### config.mk
export PLATFORM = sky130hd
export DESIGN_NAME = ssr_parametrizado
export DESIGN_NICKNAME = d
export VERILOG_FILES = /design/src/rtl/ssr_pkg.sv /design/src/rtl/ssr_parametrizado_contador_atraso.sv /design/src/rtl/ssr_parametrizado.sv
export SDC_FILE = /design/constraint.sdc
export NUM_CORES = 1
export LEC_CHECK = 0
export CORE_MARGIN = 3
export CORE_UTILIZATION = 46
export CTS_CLUSTER_DIAMETER = 100
export DETAILED_ROUTE_END_ITERATION = 7
export GPL_ROUTABILITY_DRIVEN = 0
export PLACE_DENSITY = 0.77
export SKIP_LAST_GASP = 1
export SYNTH_ARGS = -nofsm -noshare
export SYNTH_HDL_FRONTEND = slang
export SYNTH_SLANG_ARGS = --single-unit
### constraint.sdc
create_clock -name gerador_frequencia -period 2.22 [get_ports gerador_frequencia]
set_input_delay 0.333 -clock gerador_frequencia [delete_from_list [all_inputs] [get_ports gerador_frequencia]]
set_output_delay 0.333 -clock gerador_frequencia [all_outputs]
set_load 0.01 [all_outputs]
### src/rtl/ssr_pkg.sv
// Shared definitions for the parametrised security controller: state encoding,
// zone indices and default zone masks.
package ssr_pkg;

  localparam int ESTADO_W = 3;

  typedef enum logic [ESTADO_W-1:0] {
    DESARMADO = 3'd0,
    SAIDA     = 3'd1,
    ARMADO    = 3'd2,
    ENTRADA   = 3'd3,
    ALARME    = 3'd4
  } estado_t;

  localparam int ZONA_I  = 0;
  localparam int ZONA_P  = 1;
  localparam int ZONA_J1 = 2;
  localparam int ZONA_J2 = 3;
  localparam int ZONA_J3 = 4;
  localparam int ZONA_J4 = 5;

  localparam logic [31:0] MASCARA_JANELAS_PADRAO =
    32'((1 << ZONA_J1) | (1 << ZONA_J2) | (1 << ZONA_J3) | (1 << ZONA_J4));
  localparam logic [31:0] MASCARA_Y1_PADRAO       = MASCARA_JANELAS_PADRAO | 32'(1 << ZONA_P);
  localparam logic [31:0] MASCARA_Y0_PADRAO       = 32'(1 << ZONA_I);
  localparam logic [31:0] MASCARA_IMEDIATA_PADRAO = MASCARA_JANELAS_PADRAO;

  function automatic int max_int(input int a, input int b);
    return (a > b) ? a : b;
  endfunction

endpackage

### src/rtl/ssr_parametrizado_contador_atraso.sv
// Loadable down-counter shared by the exit and entry delays; load wins over
// decrement, and the caller decides when decrementing is legal.
module contador_atraso #(
  parameter int W = 4
) (
  input  logic         i_clk,
  input  logic         i_rst,
  input  logic         i_carregar,
  input  logic [W-1:0] i_valor_carga,
  input  logic         i_habilitar,
  output logic [W-1:0] o_valor,
  output logic         o_zero
);

  logic [W-1:0] r_valor;

  // NOTE: sequential state uses <= so every flop samples pre-edge values.
  always_ff @(posedge i_clk) begin
    if (i_rst) begin
      r_valor <= '0;
    end else if (i_carregar) begin
      r_valor <= i_valor_carga;
    end else if (i_habilitar) begin
      r_valor <= r_valor - 1'b1;
    end
  end

  assign o_valor = r_valor;
  assign o_zero  = (r_valor == '0);

endmodule

### src/rtl/ssr_parametrizado.sv
// Residential security controller: password arm/disarm, exit/entry delays,
// latched alarm with pulsed siren, sticky zone log and wrong-password lockout.
module ssr_parametrizado
  import ssr_pkg::*;
#(
  parameter int          N_ZONAS          = 6,
  parameter int          SENHA_W          = 4,
  parameter logic [31:0] MASCARA_Y1       = MASCARA_Y1_PADRAO,
  parameter logic [31:0] MASCARA_Y0       = MASCARA_Y0_PADRAO,
  parameter logic [31:0] MASCARA_IMEDIATA = MASCARA_IMEDIATA_PADRAO,
  parameter int          ATRASO_SAIDA     = 16,
  parameter int          ATRASO_ENTRADA   = 16,
  parameter int          MAX_TENTATIVAS   = 3,
  parameter int          DIV_SIRENE       = 4
) (
  input  logic                                gerador_frequencia,
  input  logic                                reset,
  input  logic [N_ZONAS-1:0]                  zonas,
  input  logic                                y,
  input  logic [SENHA_W-1:0]                  senha_sistema,
  input  logic [SENHA_W-1:0]                  senha_usuario,
  input  logic                                tecla_ok,
  output logic                                alarme,
  output logic                                sirene,
  output logic                                armado,
  output logic [ESTADO_W-1:0]                 estado,
  output logic [N_ZONAS-1:0]                  zona_violada,
  output logic [$clog2(MAX_TENTATIVAS+1)-1:0] tentativas
);

  localparam int TIMER_W = max_int(1, $clog2(max_int(ATRASO_SAIDA, ATRASO_ENTRADA)));
  localparam int TENT_W  = $clog2(MAX_TENTATIVAS + 1);
  localparam int DIV_W   = max_int(1, $clog2(DIV_SIRENE));

  localparam logic [N_ZONAS-1:0] MASC_Y1  = N_ZONAS'(MASCARA_Y1);
  localparam logic [N_ZONAS-1:0] MASC_Y0  = N_ZONAS'(MASCARA_Y0);
  localparam logic [N_ZONAS-1:0] MASC_IMD = N_ZONAS'(MASCARA_IMEDIATA);

  estado_t             r_estado;
  logic [N_ZONAS-1:0]  r_mascara;
  logic [N_ZONAS-1:0]  r_zona_violada;
  logic [TENT_W-1:0]   r_tentativas;
  logic                r_alarme;
  logic                r_armado;
  logic                r_sirene;
  logic [DIV_W-1:0]    r_div;

  estado_t             w_prox;
  logic                w_ok;
  logic                w_erro;
  logic                w_bloqueio;
  logic [N_ZONAS-1:0]  w_viol;
  logic                w_viol_imediata;
  logic                w_viol_atrasada;
  logic [TENT_W-1:0]   w_tent_prox;
  logic                w_entra_saida;
  logic                w_monitorando;
  logic                w_carregar;
  logic                w_decrementar;
  logic [TIMER_W-1:0]  w_valor_carga;
  logic [TIMER_W-1:0]  w_timer;
  logic                w_timer_zero;

  assign w_ok            = tecla_ok && (senha_usuario == senha_sistema);
  assign w_erro          = tecla_ok && !w_ok;
  assign w_bloqueio      = w_erro && (r_tentativas >= TENT_W'(MAX_TENTATIVAS - 1));
  assign w_viol          = zonas & r_mascara;
  assign w_viol_imediata = |(w_viol & MASC_IMD);
  assign w_viol_atrasada = |w_viol;
  assign w_monitorando   = (r_estado == ARMADO) || (r_estado == ENTRADA) || (r_estado == ALARME);
  assign w_entra_saida   = (r_estado == DESARMADO) && (w_prox == SAIDA);

  // Priority: ok > lockout > instant zone > timer expiry / delayed zone.
  // NOTE: every always_comb output gets a default first so no latch is inferred.
  always_comb begin
    w_prox = r_estado;
    if (w_ok) begin
      w_prox = (r_estado == DESARMADO) ? SAIDA : DESARMADO;
    end else if (w_bloqueio) begin
      w_prox = ALARME;
    end else begin
      case (r_estado)
        DESARMADO: w_prox = DESARMADO;
        SAIDA:     if (w_timer_zero) w_prox = ARMADO;
        ARMADO: begin
          if (w_viol_imediata)      w_prox = ALARME;
          else if (w_viol_atrasada) w_prox = ENTRADA;
        end
        ENTRADA:   if (w_viol_imediata || w_timer_zero) w_prox = ALARME;
        ALARME:    w_prox = ALARME;
        default:   w_prox = DESARMADO;
      endcase
    end
  end

  always_comb begin
    w_tent_prox = r_tentativas;
    if (w_ok) begin
      w_tent_prox = '0;
    end else if (w_erro && (r_tentativas != TENT_W'(MAX_TENTATIVAS))) begin
      w_tent_prox = r_tentativas + 1'b1;
    end
  end

  assign w_carregar    = w_entra_saida || ((r_estado == ARMADO) && (w_prox == ENTRADA));
  assign w_valor_carga = (r_estado == DESARMADO) ? TIMER_W'(ATRASO_SAIDA - 1)
                                                 : TIMER_W'(ATRASO_ENTRADA - 1);
  assign w_decrementar = ((r_estado == SAIDA) || (r_estado == ENTRADA)) &&
                         (w_prox == r_estado) && (w_timer != '0);

  contador_atraso #(
    .W (TIMER_W)
  ) u_contador_atraso (
    .i_clk         (gerador_frequencia),
    .i_rst         (reset),
    .i_carregar    (w_carregar),
    .i_valor_carga (w_valor_carga),
    .i_habilitar   (w_decrementar),
    .o_valor       (w_timer),
    .o_zero        (w_timer_zero)
  );

  always_ff @(posedge gerador_frequencia) begin
    if (reset) begin
      r_estado       <= DESARMADO;
      r_mascara      <= '0;
      r_zona_violada <= '0;
      r_tentativas   <= '0;
      r_alarme       <= 1'b0;
      r_armado       <= 1'b0;
      r_sirene       <= 1'b0;
      r_div          <= '0;
    end else begin
      r_estado     <= w_prox;
      r_tentativas <= w_tent_prox;
      r_alarme     <= (w_prox == ALARME);
      r_armado     <= (w_prox == ARMADO) || (w_prox == ENTRADA);

      // The mode is captured only here; y is ignored everywhere else.
      if (w_entra_saida) begin
        r_mascara      <= y ? MASC_Y1 : MASC_Y0;
        r_zona_violada <= '0;
      end else if (w_monitorando) begin
        r_zona_violada <= r_zona_violada | w_viol;
      end

      // Siren starts high on alarm entry and toggles every DIV_SIRENE cycles.
      if (w_prox != ALARME) begin
        r_sirene <= 1'b0;
        r_div    <= '0;
      end else if (r_estado != ALARME) begin
        r_sirene <= 1'b1;
        r_div    <= '0;
      end else if (r_div == DIV_W'(DIV_SIRENE - 1)) begin
        r_sirene <= ~r_sirene;
        r_div    <= '0;
      end else begin
        r_div <= r_div + 1'b1;
      end
    end
  end

  assign estado       = r_estado;
  assign alarme       = r_alarme;
  assign sirene       = r_sirene;
  assign armado       = r_armado;
  assign zona_violada = r_zona_violada;
  assign tentativas   = r_tentativas;

endmodule

* Yosys cells after proc, flatten, opt, wreduce, memory -nomap -nowiden
Cells that the tools add are included.
W data, S select, Z words.
** Word-level totals
- Output and inout port bits :: 14
- Memory bits (writable) :: 0
- Memories kept :: 0
- Bits in latches :: 0
- Logic and storage cells :: 69
- Register bits after elaboration :: 26
- Input port bits :: 18
- Bits in read-only memories :: 0
** Cells by class
- Multiplexer cells :: 13
- Multipliers :: 0
- $add $sub $neg :: 3
- Magnitude comparators :: 1
- Div/mod/pow operators :: 0
- Eq/ne operators :: 14
- Bitwise logic cells :: 3
- Shift operators :: 0
- Reductions and logical operators :: 26
** Operators with widths (count)
- $mux W3 :: 6
- $eq A3 B2 Y1 const B :: 4
- $pmux W3 S4 :: 1
- $logic_and A1 B1 Y1 :: 8
- $mux W4 :: 2
- $reduce_or A4 Y1 :: 2
- $and A6 B6 Y6 :: 1
- $eq A3 B1 Y1 const B :: 2
- $eq A3 B3 Y1 const B :: 2
- $logic_or A1 B1 Y1 :: 6
- $mux W6 :: 1
- $ne A3 B3 Y1 const B :: 2
- $or A6 B6 Y6 :: 1
- $reduce_or A2 Y1 :: 3
- $reduce_or A6 Y1 :: 1
- $add A2 B1 Y2 const B :: 2
- $eq A4 B4 Y1 :: 1
- $logic_not A4 Y1 :: 1
- $reduce_bool A2 Y1 :: 2
- $reduce_bool A4 Y1 :: 1
- $sub A4 B1 Y4 const B :: 1
- $eq A3 B3 Y1 :: 1
- $logic_not A3 Y1 :: 1
- $mux W1 :: 3
- 5 further kinds :: 5

* Depth between registers and ports, before layout
- Word-level depth :: 12
- Depth in mapped cells :: 7

* Hierarchy
Synthesis repeated with hierarchy kept, for this count alone.
** Second synthesis, totals
- Cell total of the unflattened synthesis :: 127
- Area, all modules :: 1214.9 um^2
** By module, submodules not included
- ssr_parametrizado :: area each 982.2 um^2, instances 1, cells each 101
- contador_atraso :: area each 232.7 um^2, instances 1, cells each 26

* Least setup slack after synthesis
OpenSTA, ideal clock, no wires.
- Path kind :: register to register
- Start point :: register r_tentativas[0], in the netlist tentativas[0]
- End point :: register u_contador_atraso.r_valor[1], in the netlist u_contador_atraso.o_valor[1]
- Period minus slack after synthesis :: 1932 ps
- Cell stages (with the launch flop) :: 8
- Setup time :: 67 ps
- Arrival :: 1864 ps
- Path slack :: 288 ps
- Data required time :: 2153 ps
- Path through :: dfxtp_1 > inv_1 > ha_1 > or2_2 > a221oi_4 > o211a_1 > mux2_4 > a21oi_2
** On the way
- Word-level cells in the longest chain between the ends :: 8
- Elaborated cells between the ends (all ways) :: 14
- Those cells by class :: 1 x order compare; 3 x eq/ne; 3 x mux; 7 x reduce/logical
** RTL lines
- from (decl) :: RTL line ssr_parametrizado.sv:42 : logic [TENT_W-1:0] r_tentativas;
- from (signal assigned) :: RTL line ssr_parametrizado.sv:135 : r_tentativas <= w_tent_prox;
- $ge A2 B2 Y1 (*) :: RTL line ssr_parametrizado.sv:66 : assign w_bloqueio = w_erro && (r_tentativas >= TENT_W'(MAX_TENTATIVAS - 1));
- $logic_and A1 B1 Y1 (*) :: RTL line ssr_parametrizado.sv:66
- $mux W3 (*) :: RTL line ssr_parametrizado.sv:79 : end else if (w_bloqueio) begin
- $mux W3 (*) :: RTL line ssr_parametrizado.sv:77 : if (w_ok) begin
- $eq A3 B1 Y1, or another cell as far along :: RTL line ssr_parametrizado.sv:71 : assign w_entra_saida = (r_estado == DESARMADO) && (w_prox == SAIDA);
- $logic_and A1 B1 Y1 (on tied branches) :: RTL line ssr_parametrizado.sv:71, ssr_parametrizado.sv:105, ssr_parametrizado.sv:108
- $logic_or A1 B1 Y1 / $logic_and A1 B1 Y1 (equally long branches) :: RTL line ssr_parametrizado.sv:105, ssr_parametrizado.sv:109
- $mux W4 / $reduce_bool A2 Y1 (equally long branches)
- to (signal assigned) :: RTL line ssr_parametrizado_contador_atraso.sv:22 : r_valor <= i_valor_carga;
- to (signal assigned) :: RTL line ssr_parametrizado_contador_atraso.sv:24 : r_valor <= r_valor - 1'b1;
- to (decl) :: RTL line ssr_parametrizado_contador_atraso.sv:15 : logic [W-1:0] r_valor;
Mark *: on every way between the ends. The rest lies on a longest branch, timed or not.
A chain may end at the register's enable or synchronous reset.

* Final worst setup path
- Start point :: input zonas[2]
- End point :: register u_contador_atraso.r_valor[3], in the netlist u_contador_atraso.o_valor[3]
** On the way
- Word-level cells in the longest chain between the ends :: 11
- Elaborated cells between the ends (all ways) :: 20
- Those cells by class :: 3 x eq/ne; 7 x mux; 1 x bitwise; 9 x reduce/logical
** RTL lines
- from (decl) :: RTL line ssr_parametrizado.sv:18 : input logic [N_ZONAS-1:0] zonas,
- $and A6 B6 Y6 (*) :: RTL line ssr_parametrizado.sv:67 : assign w_viol = zonas & r_mascara;
- $reduce_or A6 Y1 / $reduce_or A4 Y1 (equally long branches) :: RTL line ssr_parametrizado.sv:69, ssr_parametrizado.sv:68
- $mux W3 / $logic_or A1 B1 Y1 (equally long branches) :: RTL line ssr_parametrizado.sv:87, ssr_parametrizado.sv:89
- $mux W3 (on tied branches) :: RTL line ssr_parametrizado.sv:86, ssr_parametrizado.sv:89
- $pmux W3 S4 (*) :: RTL line ssr_parametrizado.sv:82 : case (r_estado)
- $mux W3 (*) :: RTL line ssr_parametrizado.sv:79
- $mux W3 (*) :: RTL line ssr_parametrizado.sv:77
- $eq A3 B1 Y1, or another cell as far along :: RTL line ssr_parametrizado.sv:71
- $logic_and A1 B1 Y1 (on tied branches) :: RTL line ssr_parametrizado.sv:71, ssr_parametrizado.sv:105, ssr_parametrizado.sv:108
- $logic_or A1 B1 Y1 / $logic_and A1 B1 Y1 (equally long branches) :: RTL line ssr_parametrizado.sv:105, ssr_parametrizado.sv:109
- $mux W4 / $reduce_bool A2 Y1 (equally long branches)
Marks and branches as above.

==> out/summary.txt <==
Hold WC Path Type: reg -> reg
synthesized instance count: 116
outcome: finished, final reports clean
top-count cell post-synth: dfxtp_1
CTS tree: yes
GR Overflow Total: 0
setup tns final: 0 ns
row count: 16
final WL: 2640 µm
Slew Viols, Final: 0
Root Buffer: clkbuf_4
DRC: 0
Setup Crit Path Kind: in -> reg
post-route ant nets: 0
crit path launch type: primary input
total power: 0.000784 W
Clock Skews: 0.00572 ns
largest delay contributor family on the critical path: compound AO/OA/AOI/OAI gates
DP Worst Slack: -0.168 ns
Mapped Avg Cell Area: 9.38 µm²
WP data arrival: 2.34 ns
die height: 54.6 µm
CORE AREA: 2100 µm²
final setup fails: 0
CP max stage cell: o41a_1
largest net degree at the start of global routing: 15
setup bufs post-CTS: 0
Tmin final: 2.10 ns
Tcrit/Tclk final: 0.946
sequential share of the synthesized area: 0.405
vias per cell: 5.53
synth unique cells: 43
drt wl/cell: 14.5 µm
worst-margin pin slew: 0.404 ns
crit path cell chain: clkdlybuf4s50_1 > o41a_1 > a221oi_4 > o211ai_1 > or3_1 > a31oi_1
crit end category: register
# IOs: 32
unrepaired setup endpoints after global routing: no
Static Leak: 0.558 nW
Synth area leaders: dfxtp_1 (40%), a21oi_1 (5.1%), nor2_1 (4.8%)
layout filler cell count: 173
Post-synth top cells: dfxtp_1 (22), nor2_1 (14), a21oi_1 (11)
GRT Overall Usage: 0.195
share of cells above drive strength 1: 0.129
global-route wire length before repair: 4210 µm
asr flop ratio synth: 0
pwr dens: 522 nW/µm²
IO buf count: 31
hold buffer count at cts: 0
# clock sinks: 22
vias in the first global route: 966
Clk pin slew, worst setup/hold paths: 0.12 ns
Critical Path RT: 2.46 ns
DP HPWL: 2160 µm
nets@finish: 178
Post-CTS Resized: 0
maximum buffer depth of the clock tree: 2
TritonCTS Buffers: 3
initial antenna violation count: 0
Finished Core Util: 0.715
area share of the largest cell type after synthesis: 0.405
via count: 1,007
max cap viols: 0
Rel. slew slack: 0.730
cell area after synthesis: 1090 µm²
ys flop type: dfxtp_1
worst-skew pair later-pin latency: 0.31 ns
count of TritonRoute iterations in the first routing pass: 4
EDFF count, synth: 0
YS warnings: 0
final worst slack: 0.120 ns
H-tree depth: 1
Mapped Nets: 138
synthesis-stage register bit count: 22
Starting Density: 0.518
worst-path fanout max: 4
die area: 2990 µm²
initial DRC count: 15
CP Buf/Inv Count: 1
final-report hold violation count: 0
Peak VDD IR: 0.000519 V
max frequency: 476 MHz
cell taking the most area after synthesis: dfxtp_1
max incr delay on CP: 0.49 ns
Die Width: 54.6 µm
Layout area overhead: 38.0%
ANT cells: 0
[metrics by stage]
| stage | hold slack [ns] | cells | instance area, µm² |
|---|---|---|---|
| floorplan | 0.397 | 116 | 1090 |
| global placement | 0.407 | 178 | 1470 |
| detailed placement | 0.428 | 178 | 1470 |
| CTS | 0.446 | 182 | 1500 |
| global route | 0.468 | 182 | 1500 |
| finish | 0.440 | 182 | 1500 |
[cell families (layout without fill, tap and decap cells)]
group / after synthesis / count (layout) / share of synthesized area
AND/OR/NAND/NOR: 41 / 41 / 0.215
AO/OA/AOI/OAI: 32 / 32 / 0.220
multiplexers: 3 / 3 / 0.0322
XOR/XNOR: 6 / 6 / 0.0483
buffers and inverters: 8 / 47 / 0.0345
flip-flops: 22 / 22 / 0.405
adder cells (fa/ha/maj): 4 / 4 / 0.0460
[registers in the layout, indices dropped and copies added, names as in the netlist]
register and count:
r_div 2, u_contador_atraso.o_valor 4, sirene 1, tentativas 2, alarme 1, estado 3, armado 1, zona_violada 6
r_mascara 2
[final cells by class]
| cell class | count | area [µm²] | share of cell area |
|---|---|---|---|
| clock buffer | 4 | 36.3 | 0.0241 |
| inverter | 5 | 18.8 | 0.0125 |
| multi-input combinational | 86 | 611 | 0.406 |
| sequential | 22 | 440 | 0.293 |
| tap | 27 | 33.8 | 0.0225 |
| timing repair buffer | 38 | 363 | 0.241 |
[cell usage in the layout (no fill, tap or decap), drive strengths merged, types with 2 or more instances in the layout]
cell type	instances
nor2	14
or3	2
nor4	5
a21boi	2
nand2b	2
nand4b	2
dfxtp	22
xnor2	2
buf	7
nor2b	2
nor3b	2
a31oi	3
clkdlybuf4s50	31
or2	2
a311oi	2
or4	2
xor2	4
mux2i	2
a21oi	12
o21ai	2
clkbuf	4
nand2	5
inv	4
ha	4
[power by group]
group          switching [W]  internal [W]
Combinational      0.0000641     0.0000803
Clock               0.000118      0.000100
Sequential         0.0000147      0.000408
[layer usage]
metal  global-route usage  wire, µm
met2                0.360      1400
met3               0.0545       126
met1                0.211      1090
met4               0.0581        23
met5                    0         0
[worst reg2reg max path: cells and delay by family, from the launching register on]
kind | cells | cell delay [ns]
AOI/OAI and AO/OA | 3 | 0.65
DFF | 1 | 0.41
and+or+nand+nor | 2 | 0.69
buffers and inverters | 1 | 0.06
adders and majority gates | 1 | 0.18
[path summary, 6_finish.rpt]
path,to,start,depth (start not counted),slack (ns)
setup reg to reg,u_contador_atraso.o_valor[3],tentativas[0],7,0.17
hold reg to reg,r_div[0],r_div[0],1,0.44
hold / removal,r_div[0],r_div[0],1,0.44
setup / recovery,u_contador_atraso.o_valor[3],zonas[2],6,0.12
Power figures use the tool's default switching activity.
